$ cat config.mk
export PLATFORM = sky130hd
export DESIGN_NAME = activity_tracker_gen2_flat
export DESIGN_NICKNAME = d
export VERILOG_FILES = /design/src/rtl/activity_tracker_gen2_if.sv /design/src/rtl/activity_tracker_gen2.sv /design/src/flat_wrapper.sv
export SDC_FILE = /design/constraint.sdc
export NUM_CORES = 1
export LEC_CHECK = 0
export BUFFER_PORTS_ARGS = -buffer_cell sky130_fd_sc_hd__buf_2
export CORE_MARGIN = 3
export CORE_UTILIZATION = 40
export CTS_CLUSTER_DIAMETER = 80
export DETAILED_ROUTE_END_ITERATION = 16
export PLACE_DENSITY_LB_ADDON = 0.08
export SLEW_MARGIN = 20
export SYNTH_ARGS = -nofsm -noshare
export SYNTH_HDL_FRONTEND = slang
export SYNTH_SLANG_ARGS = --single-unit
$ cat constraint.sdc
create_clock -name step_clk -period 7.5 [get_ports step_clk]
set_input_delay 1.5 -clock step_clk [delete_from_list [all_inputs] [get_ports step_clk]]
set_output_delay 1.5 -clock step_clk [all_outputs]
set_load 0.05 [all_outputs]
$ cat src/rtl/activity_tracker_gen2_if.sv
// Handshake bundle between the strobe conditioning, the tracker core and the
// seven-segment driver.
interface activity_tracker_gen2_if;
    logic       step_in;
    logic       tick_in;
    logic       clear;
    logic       mode_auto;
    logic [1:0] mode_sel;
    logic [1:0] disp_mode;
    logic [4:0] bcd3;
    logic [4:0] bcd2;
    logic [4:0] bcd1;
    logic [4:0] bcd0;
    logic       disp_valid;
    logic       si;
    logic [7:0] steps_per_sec;

    modport master (
        output step_in, tick_in, clear, mode_auto, mode_sel,
        input  disp_mode, bcd3, bcd2, bcd1, bcd0, disp_valid, si, steps_per_sec
    );

    modport slave (
        input  step_in, tick_in, clear, mode_auto, mode_sel,
        output disp_mode, bcd3, bcd2, bcd1, bcd0, disp_valid, si, steps_per_sec
    );
endinterface

$ cat src/rtl/activity_tracker_gen2.sv
// Pedometer core: step, distance, window and high-activity metrics, shown one
// at a time through a shared serial double-dabble converter.
module activity_tracker_gen2 #(
    parameter int CNT_W          = 16,
    parameter int DIST_SHIFT     = 11,
    parameter int LOW_THR        = 32,
    parameter int HIGH_THR       = 64,
    parameter int WINDOW_SECS    = 9,
    parameter int MIN_RUN        = 60,
    parameter int DISPLAY_PERIOD = 2,
    parameter int DISP_MAX       = 9999
) (
    input  logic                   step_clk,
    input  logic                   reset,
    activity_tracker_gen2_if.slave bus
);
    localparam int VAL_W = 14;
    localparam int SR_W  = VAL_W + 16;
    localparam int WIN_W = $clog2(WINDOW_SECS + 1);
    localparam int ROT_W = (DISPLAY_PERIOD > 1) ? $clog2(DISPLAY_PERIOD) : 1;

    typedef enum logic [1:0] {IDLE, SHIFT, DONE} conv_state_t;

    logic [CNT_W-1:0] total;
    logic [15:0]      sec_steps;
    logic [16:0]      eff;
    logic [WIN_W-1:0] win_idx;
    logic [WIN_W-1:0] low_cnt;
    logic [7:0]       run;
    logic [VAL_W-1:0] hi_time;
    logic [ROT_W-1:0] rot_cnt;
    logic [VAL_W-1:0] conv_val;
    conv_state_t      state;
    logic [SR_W-1:0]  shreg;
    logic [3:0]       iter;
    logic [1:0]       snap_mode;
    logic             snap_half;

    function automatic logic [CNT_W-1:0] inc_total(input logic [CNT_W-1:0] v);
        return (&v) ? v : v + 1'b1;
    endfunction

    function automatic logic [15:0] inc_sec(input logic [15:0] v);
        return (&v) ? v : v + 16'd1;
    endfunction

    function automatic logic [7:0] inc_run(input logic [7:0] v);
        return (&v) ? v : v + 8'd1;
    endfunction

    function automatic logic [7:0] clamp_sps(input logic [16:0] v);
        return (v > 17'd255) ? 8'd255 : v[7:0];
    endfunction

    function automatic logic [VAL_W-1:0] add_hi(input logic [VAL_W-1:0] v, input logic [7:0] inc);
        logic [31:0] s;
        s = 32'(v) + 32'(inc);
        return (s > 32'(DISP_MAX)) ? VAL_W'(DISP_MAX) : VAL_W'(s);
    endfunction

    function automatic logic [VAL_W-1:0] clamp_val(input logic [31:0] v, input logic [31:0] lim);
        return (v > lim) ? VAL_W'(lim) : VAL_W'(v);
    endfunction

    // One add-3/shift iteration over {bcd[15:0], binary[VAL_W-1:0]}.
    function automatic logic [SR_W-1:0] dd_step(input logic [SR_W-1:0] s);
        logic [SR_W-1:0] t;
        t = s;
        for (int i = 0; i < 4; i++) begin
            if (t[VAL_W+4*i +: 4] > 4'd4)
                t[VAL_W+4*i +: 4] = t[VAL_W+4*i +: 4] + 4'd3;
        end
        return {t[SR_W-2:0], 1'b0};
    endfunction

    // A step coincident with the tick belongs to the closing second.
    assign eff = {1'b0, sec_steps} + {16'd0, bus.step_in};

    always_ff @(posedge step_clk or posedge reset) begin
        if (reset) begin
            total             <= '0;
            sec_steps         <= '0;
            win_idx           <= '0;
            low_cnt           <= '0;
            run               <= '0;
            hi_time           <= '0;
            bus.si            <= 1'b0;
            bus.steps_per_sec <= '0;
        end else if (bus.clear) begin
            total             <= '0;
            sec_steps         <= '0;
            win_idx           <= '0;
            low_cnt           <= '0;
            run               <= '0;
            hi_time           <= '0;
            bus.si            <= 1'b0;
            bus.steps_per_sec <= '0;
        end else begin
            if (bus.step_in)
                total <= inc_total(total);
            bus.si <= (32'(total) > 32'(DISP_MAX));
            if (bus.tick_in) begin
                sec_steps         <= '0;
                bus.steps_per_sec <= clamp_sps(eff);
                if (32'(win_idx) < 32'(WINDOW_SECS)) begin
                    win_idx <= win_idx + 1'b1;
                    if (eff > 17'(LOW_THR))
                        low_cnt <= low_cnt + 1'b1;
                end
                if (eff >= 17'(HIGH_THR)) begin
                    run <= inc_run(run);
                    if (32'(run) == 32'(MIN_RUN - 1))
                        hi_time <= add_hi(hi_time, 8'(MIN_RUN));
                    else if (32'(run) >= 32'(MIN_RUN))
                        hi_time <= add_hi(hi_time, 8'd1);
                end else begin
                    run <= '0;
                end
            end else if (bus.step_in) begin
                sec_steps <= inc_sec(sec_steps);
            end
        end
    end

    always_ff @(posedge step_clk or posedge reset) begin
        if (reset) begin
            rot_cnt       <= '0;
            bus.disp_mode <= 2'd0;
        end else if (!bus.mode_auto) begin
            rot_cnt       <= '0;
            bus.disp_mode <= bus.mode_sel;
        end else if (bus.tick_in) begin
            if (32'(rot_cnt) == 32'(DISPLAY_PERIOD - 1)) begin
                rot_cnt       <= '0;
                bus.disp_mode <= bus.disp_mode + 2'd1;
            end else begin
                rot_cnt <= rot_cnt + 1'b1;
            end
        end
    end

    always_comb begin
        conv_val = '0;
        case (bus.disp_mode)
            2'd0:    conv_val = clamp_val(32'(total), 32'(DISP_MAX));
            2'd1:    conv_val = clamp_val(32'(total >> DIST_SHIFT), 32'd99);
            2'd2:    conv_val = VAL_W'(low_cnt);
            default: conv_val = hi_time;
        endcase
    end

    // IDLE(1) + SHIFT(14) + DONE(1): one display refresh every 16 cycles.
    always_ff @(posedge step_clk or posedge reset) begin
        if (reset) begin
            state          <= IDLE;
            shreg          <= '0;
            iter           <= '0;
            snap_mode      <= '0;
            snap_half      <= 1'b0;
            bus.bcd3       <= '0;
            bus.bcd2       <= '0;
            bus.bcd1       <= '0;
            bus.bcd0       <= '0;
            bus.disp_valid <= 1'b0;
        end else if (bus.clear) begin
            state          <= IDLE;
            shreg          <= '0;
            iter           <= '0;
            snap_mode      <= '0;
            snap_half      <= 1'b0;
            bus.bcd3       <= '0;
            bus.bcd2       <= '0;
            bus.bcd1       <= '0;
            bus.bcd0       <= '0;
            bus.disp_valid <= 1'b0;
        end else begin
            bus.disp_valid <= 1'b0;
            case (state)
                IDLE: begin
                    shreg     <= {16'd0, conv_val};
                    snap_mode <= bus.disp_mode;
                    snap_half <= total[DIST_SHIFT-1];
                    iter      <= '0;
                    state     <= SHIFT;
                end
                SHIFT: begin
                    shreg <= dd_step(shreg);
                    iter  <= iter + 4'd1;
                    if (iter == 4'd13)
                        state <= DONE;
                end
                default: begin
                    if (snap_mode == 2'd1) begin
                        bus.bcd3 <= {1'b0, shreg[VAL_W+4 +: 4]};
                        bus.bcd2 <= {1'b0, shreg[VAL_W +: 4]};
                        bus.bcd1 <= 5'h1F;
                        bus.bcd0 <= snap_half ? 5'd5 : 5'd0;
                    end else begin
                        bus.bcd3 <= {1'b0, shreg[VAL_W+12 +: 4]};
                        bus.bcd2 <= {1'b0, shreg[VAL_W+8 +: 4]};
                        bus.bcd1 <= {1'b0, shreg[VAL_W+4 +: 4]};
                        bus.bcd0 <= {1'b0, shreg[VAL_W +: 4]};
                    end
                    bus.disp_valid <= 1'b1;
                    state          <= IDLE;
                end
            endcase
        end
    end
endmodule

$ cat src/flat_wrapper.sv
// flat-port wrapper written by rule: the top's interface ports become plain ports
module activity_tracker_gen2_flat 
#(
    parameter int CNT_W          = 16,
    parameter int DIST_SHIFT     = 11,
    parameter int LOW_THR        = 32,
    parameter int HIGH_THR       = 64,
    parameter int WINDOW_SECS    = 9,
    parameter int MIN_RUN        = 60,
    parameter int DISPLAY_PERIOD = 2,
    parameter int DISP_MAX       = 9999
)
  (step_clk, reset, bus_step_in, bus_tick_in, bus_clear, bus_mode_auto, bus_mode_sel, bus_disp_mode, bus_bcd3, bus_bcd2, bus_bcd1, bus_bcd0, bus_disp_valid, bus_si, bus_steps_per_sec);
  activity_tracker_gen2_if bus_i ();
  input  logic step_clk;
  input  logic reset;
  input wire logic [$bits(bus_i.step_in)-1:0] bus_step_in;
  input wire logic [$bits(bus_i.tick_in)-1:0] bus_tick_in;
  input wire logic [$bits(bus_i.clear)-1:0] bus_clear;
  input wire logic [$bits(bus_i.mode_auto)-1:0] bus_mode_auto;
  input wire logic [$bits(bus_i.mode_sel)-1:0] bus_mode_sel;
  output wire logic [$bits(bus_i.disp_mode)-1:0] bus_disp_mode;
  output wire logic [$bits(bus_i.bcd3)-1:0] bus_bcd3;
  output wire logic [$bits(bus_i.bcd2)-1:0] bus_bcd2;
  output wire logic [$bits(bus_i.bcd1)-1:0] bus_bcd1;
  output wire logic [$bits(bus_i.bcd0)-1:0] bus_bcd0;
  output wire logic [$bits(bus_i.disp_valid)-1:0] bus_disp_valid;
  output wire logic [$bits(bus_i.si)-1:0] bus_si;
  output wire logic [$bits(bus_i.steps_per_sec)-1:0] bus_steps_per_sec;
  assign bus_i.step_in = bus_step_in;
  assign bus_i.tick_in = bus_tick_in;
  assign bus_i.clear = bus_clear;
  assign bus_i.mode_auto = bus_mode_auto;
  assign bus_i.mode_sel = bus_mode_sel;
  assign bus_disp_mode = bus_i.disp_mode;
  assign bus_bcd3 = bus_i.bcd3;
  assign bus_bcd2 = bus_i.bcd2;
  assign bus_bcd1 = bus_i.bcd1;
  assign bus_bcd0 = bus_i.bcd0;
  assign bus_disp_valid = bus_i.disp_valid;
  assign bus_si = bus_i.si;
  assign bus_steps_per_sec = bus_i.steps_per_sec;
  activity_tracker_gen2 #(.CNT_W(CNT_W), .DIST_SHIFT(DIST_SHIFT), .LOW_THR(LOW_THR), .HIGH_THR(HIGH_THR), .WINDOW_SECS(WINDOW_SECS), .MIN_RUN(MIN_RUN), .DISPLAY_PERIOD(DISPLAY_PERIOD), .DISP_MAX(DISP_MAX)) u_core (.step_clk(step_clk), .reset(reset), .bus(bus_i));
endmodule
* Yosys cells after proc, flatten, opt, wreduce, memory -nomap -nowiden
Index checks and enable logic that the tools add are counted.
** Word-level totals
- Register bits :: 134
- Input bits :: 8
- Output and inout port bits :: 32
- Word-level logic and storage cells :: 151
** Operators by class
- Add/sub/neg operators :: 15
- Magnitude comparators :: 13
- Equal/unequal tests :: 13
- Muxes and demuxes :: 68
- Reductions and logical operators :: 22
** Operators by type and width (number)
- two-way mux 14 bit :: 8
- two-way mux 16 bit :: 7
- > comparator 32 x 14 -> 1 bit (second input constant) :: 2
- one-hot mux 30 bit (2 select lines) :: 1
- two-way mux 8 bit :: 7
- two-way mux 4 bit :: 13
- two-way mux 5 bit :: 10
- one-hot mux 14 bit (3 select lines) :: 1
- adder 16 x 1 -> 16 bit (second input constant) :: 2
- AND reduction 16 bit :: 2
- two-way mux 30 bit :: 1
- adder 16 x 1 -> 17 bit :: 1
- greater-or-equal comparator 17 x 7 -> 1 bit (second input constant) :: 1
- > comparator 17 x 6 -> 1 bit (second input constant) :: 1
- > comparator 17 x 8 -> 1 bit (second input constant) :: 1
- > comparator 16 x 14 -> 1 bit (second input constant) :: 1
- > comparator 4 x 3 -> 1 bit (second input constant) :: 4
- adder 14 x 1 -> 15 bit (second input constant) :: 1
- adder 14 x 6 -> 15 bit (second input constant) :: 1
- two-way mux 2 bit :: 7
- adder 4 x 1 -> 4 bit (second input constant) :: 3
- adder 4 x 2 -> 4 bit (second input constant) :: 3
- nonzero test 2 bit :: 6
- AND reduction 2 bit :: 5
- other kinds (25) :: 42

* Logic depth before layout (Yosys ltp)
- Depth after elaboration :: 8
- Gate-level depth with buffers :: 11
- Gate-level depth less buffers :: 9

* Worst setup path before layout
No wires, ideal clock.
- Kind :: in2reg
- From :: input port bus_step_in
- To :: register u_core.low_cnt[1]
- Library setup time :: 0.132 ns
- Arrival time :: 3.565 ns
- Data required time :: 7.368 ns
- Slack :: 3.803 ns
- Stages on the path :: 9
- Path buffers :: 0
- Cell sequence :: ha_1 > ha_1 > nand3_1 > nor4_1 > mux2i_1 > nand4_1 > o31ai_1 > mux2i_1 > nor2_1
** Between the ends
- Word-level cells in the longest chain between the ends :: 4
** RTL lines
- start: declaration :: line flat_wrapper.sv:17 : input wire logic [$bits(bus_i.step_in)-1:0] bus_step_in;
- adder 16 x 1 -> 17 bit :: line activity_tracker_gen2.sv:77 : assign eff = {1'b0, sec_steps} + {16'd0, bus.step_in};
- > comparator 17 x 6 -> 1 bit :: line activity_tracker_gen2.sv:107 : if (eff > 17'(LOW_THR))
- nonzero test 2 bit (no line)
- AND reduction 3 bit (no line)
- end signal: assignment :: line activity_tracker_gen2.sv:108 : low_cnt <= low_cnt + 1'b1;
- end: declaration :: line activity_tracker_gen2.sv:28 : logic [WIN_W-1:0] low_cnt;
Every way passes these cells.
A chain may end at the register's enable or synchronous reset.

* Final worst setup path
Same ends and word-level chain as after synthesis.

==> impl_metrics.yaml <==
run_status:
  status: "finished clean"
die:
  io-pin-count: 40
  core_mm2: 0.01883
  initial_core_util: 0.4108
  rows: 50
  die_x_um: 145.1
  fp.dieH_um: 145.1
  dieArea_mm2: 0.02104
layout:
  layout-drive-gt1-share: 0.09101
  fin_nets: 919
  num_antenna_cells: 0
  final_core_util: 0.4605
  area_growth_pct: 12.10
  final_area_mm2: 0.008671
global_route:
  grt_usage: 0.1879
  antenna_found_initial: 0
  grt_pass1_vias: 6342
  grt_max_degree: 85
  grt_overflow: 0
  grt_pass1_wl_um: 32800
synthesis:
  synth.distinct_cells: 66
  ys_seq_area_frac: 0.4238
  synth_area_mm2: 0.007735
  ys_seq_elements: 131
  async_flop_share: 1.000
  yosysWarnings: 0
  ys.flop_type: "dfrtp_1"
  synth_area_leaders: "dfrtp_1 42%, nor2_1 4.7%, a21oi_1 3.9%, ha_1 3.7%, nand2_1 3.3%"
  synth-edff-count: 0
  synthDominantCellAreaShare: 0.4238
  netlist.top_cell.by_area: "dfrtp_1"
  synth.avg_cell_area_um2: 8.710
  synth_cells: 888
flow_run:
  cap_violations: 0
placement:
  dp_hpwl_um: 13280
  placed_cell_area_mm2: 0.008014
  numPortBuffers: 36
  routabilityCongestion: 0.8551
sta:
  tightestPinTransition_ns: 1.106
  fmaxAchievable_ghz: 0.2644
  rsz0062_at_grt: "no"
  maxSlewViolCount: 0
  period_minus_slack_ns: 3.782
  final.setup.tns_ns: 0
  timing.slew.headroom: 0.2563
  hold_viol: 0
  setup_viol: 0
  finalCritPeriodShare: 0.5043
  clock_skew_ns: 0.008509
critical_path:
  path_delay_family: "simple AND/OR/NAND/NOR gates"
  cp-start-kind: "primary input"
  crit_type: "in -> reg"
  cp.depth: 10
  cp_slowest_stage_delay_ns: 0.68
  worstPathMaxFanout: 6
  required_ns: 7.77
  r2r_cells: 8
  end_kind: "register"
  cpMaxStageDelayCell: "o31ai_1"
  path_buf_inv: 1
  crit_chain: "buf_2 > ha_1 > ha_1 > nand3_1 > nor4_1 > mux2i_1 > nand4_1 > o31ai_1 > mux2i_1 > nor2_1"
  critical_path_arrival_ns: 4.05
detailed_routing:
  viasPerCell: 5.757
  route.vias.total: 6684
  drtIter0Drc: 483
  routed_wirelength_um: 19590
  postRouteAntennaNets: 0
  firstDrtPassIters: 5
  wl_per_cell_um: 16.88
  drc: 0
clock_tree:
  cts_resized: 0
  cts.htree.levels: 4
  cts_max_path_buffers: 2
  worstSkewPairLatency_ns: 0.42
  post_cts_buffers: 0
  clock_sinks: 131
  numCtsBuffers: 17
  clkSlewWorstSetupHoldPaths_ns: 0.06
  cts_tree: "built"
  root_buffer: "clkbuf_16"
  ctsHoldBuffers: 0
power:
  power.density_mw_per_mm2: 206.8
  leakagePower_uw: 0.003513
  vdd_ir_drop_max_mv: 0.1479
min_path:
  min_path_cells: 2
  worstHoldPathType: "reg -> reg"
through the flow:
step	instances	hold WS [ns]	power, µW	worst slack (ns)
2_1_floorplan	890	0.4501	838.5	2.502
3_3_place_gp	1129	0.4745	869.1	3.421
3_5_place_dp	1129	0.4749	871.6	3.294
4_1_cts	1161	0.4972	1811	3.726
5_1_grt	1161	0.5300	1863	3.414
6_report	1161	0.4875	1793	3.718
cell type report:
| class | instances | area, µm² |
|---|---|---|
| clock buffer | 19 | 452.9 |
| clock inverter | 13 | 203.9 |
| fill | 1854 | 10160 |
| inverter | 48 | 185.2 |
| multi-input combinational | 650 | 4014 |
| sequential | 131 | 3279 |
| tap | 260 | 325.3 |
| timing repair buffer | 40 | 210.2 |
registers in the layout, indices dropped and copies added (netlist names), 4 cells and up:
name,count
u_core.shreg,30
u_core.sec_steps,16
u_core.total,16
u_core.hi_time,14
u_core.bus.steps_per_sec,8
u_core.run,8
u_core.bus.bcd1,5
u_core.bus.bcd0,4
u_core.bus.bcd2,4
u_core.bus.bcd3,4
u_core.iter,4
u_core.low_cnt,4
u_core.win_idx,4
placed cells by master (no fill, tap or decap), drive strengths merged, types with 14 or more instances in the layout:
cell type / netlist / final
dfrtp: 131 / 131
nor2: 96 / 96
nand2: 70 / 70
a21oi: 61 / 61
o21ai: 52 / 52
inv: 46 / 47
nand3: 41 / 41
buf: 21 / 40
xnor2: 27 / 27
ha: 23 / 23
nor3: 22 / 22
a221oi: 21 / 21
nand4: 21 / 21
clkbuf: 40 / 19
xor2: 17 / 17
a311oi: 15 / 15
a211oi: 14 / 14
Yosys cell counts (20+ instances only):
| master | number |
|---|---|
| a221oi_1 | 21 |
| nand4_1 | 20 |
| nand3_1 | 41 |
| xnor2_1 | 27 |
| nor3_1 | 22 |
| dfrtp_1 | 131 |
| nor2_1 | 96 |
| o21ai_0 | 48 |
| clkbuf_1 | 39 |
| a21oi_1 | 61 |
| nand2_1 | 69 |
| ha_1 | 23 |
| inv_1 | 46 |
power breakdown:
part	leakage (µW)	switching, µW	internal (µW)
clock	0.000311	329	607
combinational	0.00140	85.9	33.4
sequential	0.00180	18.0	720
worst paths after layout:
path / from / to / slack, ns
worst max-delay path: bus_step_in / u_core.low_cnt[1] / 3.72
worst min-delay path: u_core.shreg[13] / u_core.shreg[14] / 0.49
worst max register to register: u_core.hi_time[4] / u_core.hi_time[10] / 4.17
worst min register to register: u_core.shreg[13] / u_core.shreg[14] / 0.49
max in group asynchronous: reset / u_core.state[1] / 4.99
min in group asynchronous: reset / u_core.total[9] / 1.17
layer usage:
layer,share of wire,track usage,vias to the layer above,wire length (µm)
met1,0.48,0.2684,3265,9455
met2,0.46,0.2897,169,8997
met5,0,0,-,0
met3,0.041,0.03779,26,807
li1,-,-,3224,-
met4,0.017,0.05698,0,334
kinds of logic after synthesis:
logic type | after synthesis | synth area share
fa+ha+maj | 23 | 0.03721
simple gates | 331 | 0.2111
buf+inv | 109 | 0.05823
other cells | 1 | 0.0004848
flops | 131 | 0.4238
mux | 9 | 0.01181
compound gates | 240 | 0.2075
xor+xnor | 44 | 0.04982
worst reg2reg max path, delay by kind of cell, from the launching register on:
kind	cells	cell delay (ns)
flops	1	0.70
simple gates	3	1.19
buf+inv	1	0.24
compound gates	4	1.02
(Power assumes the default switching activity.)
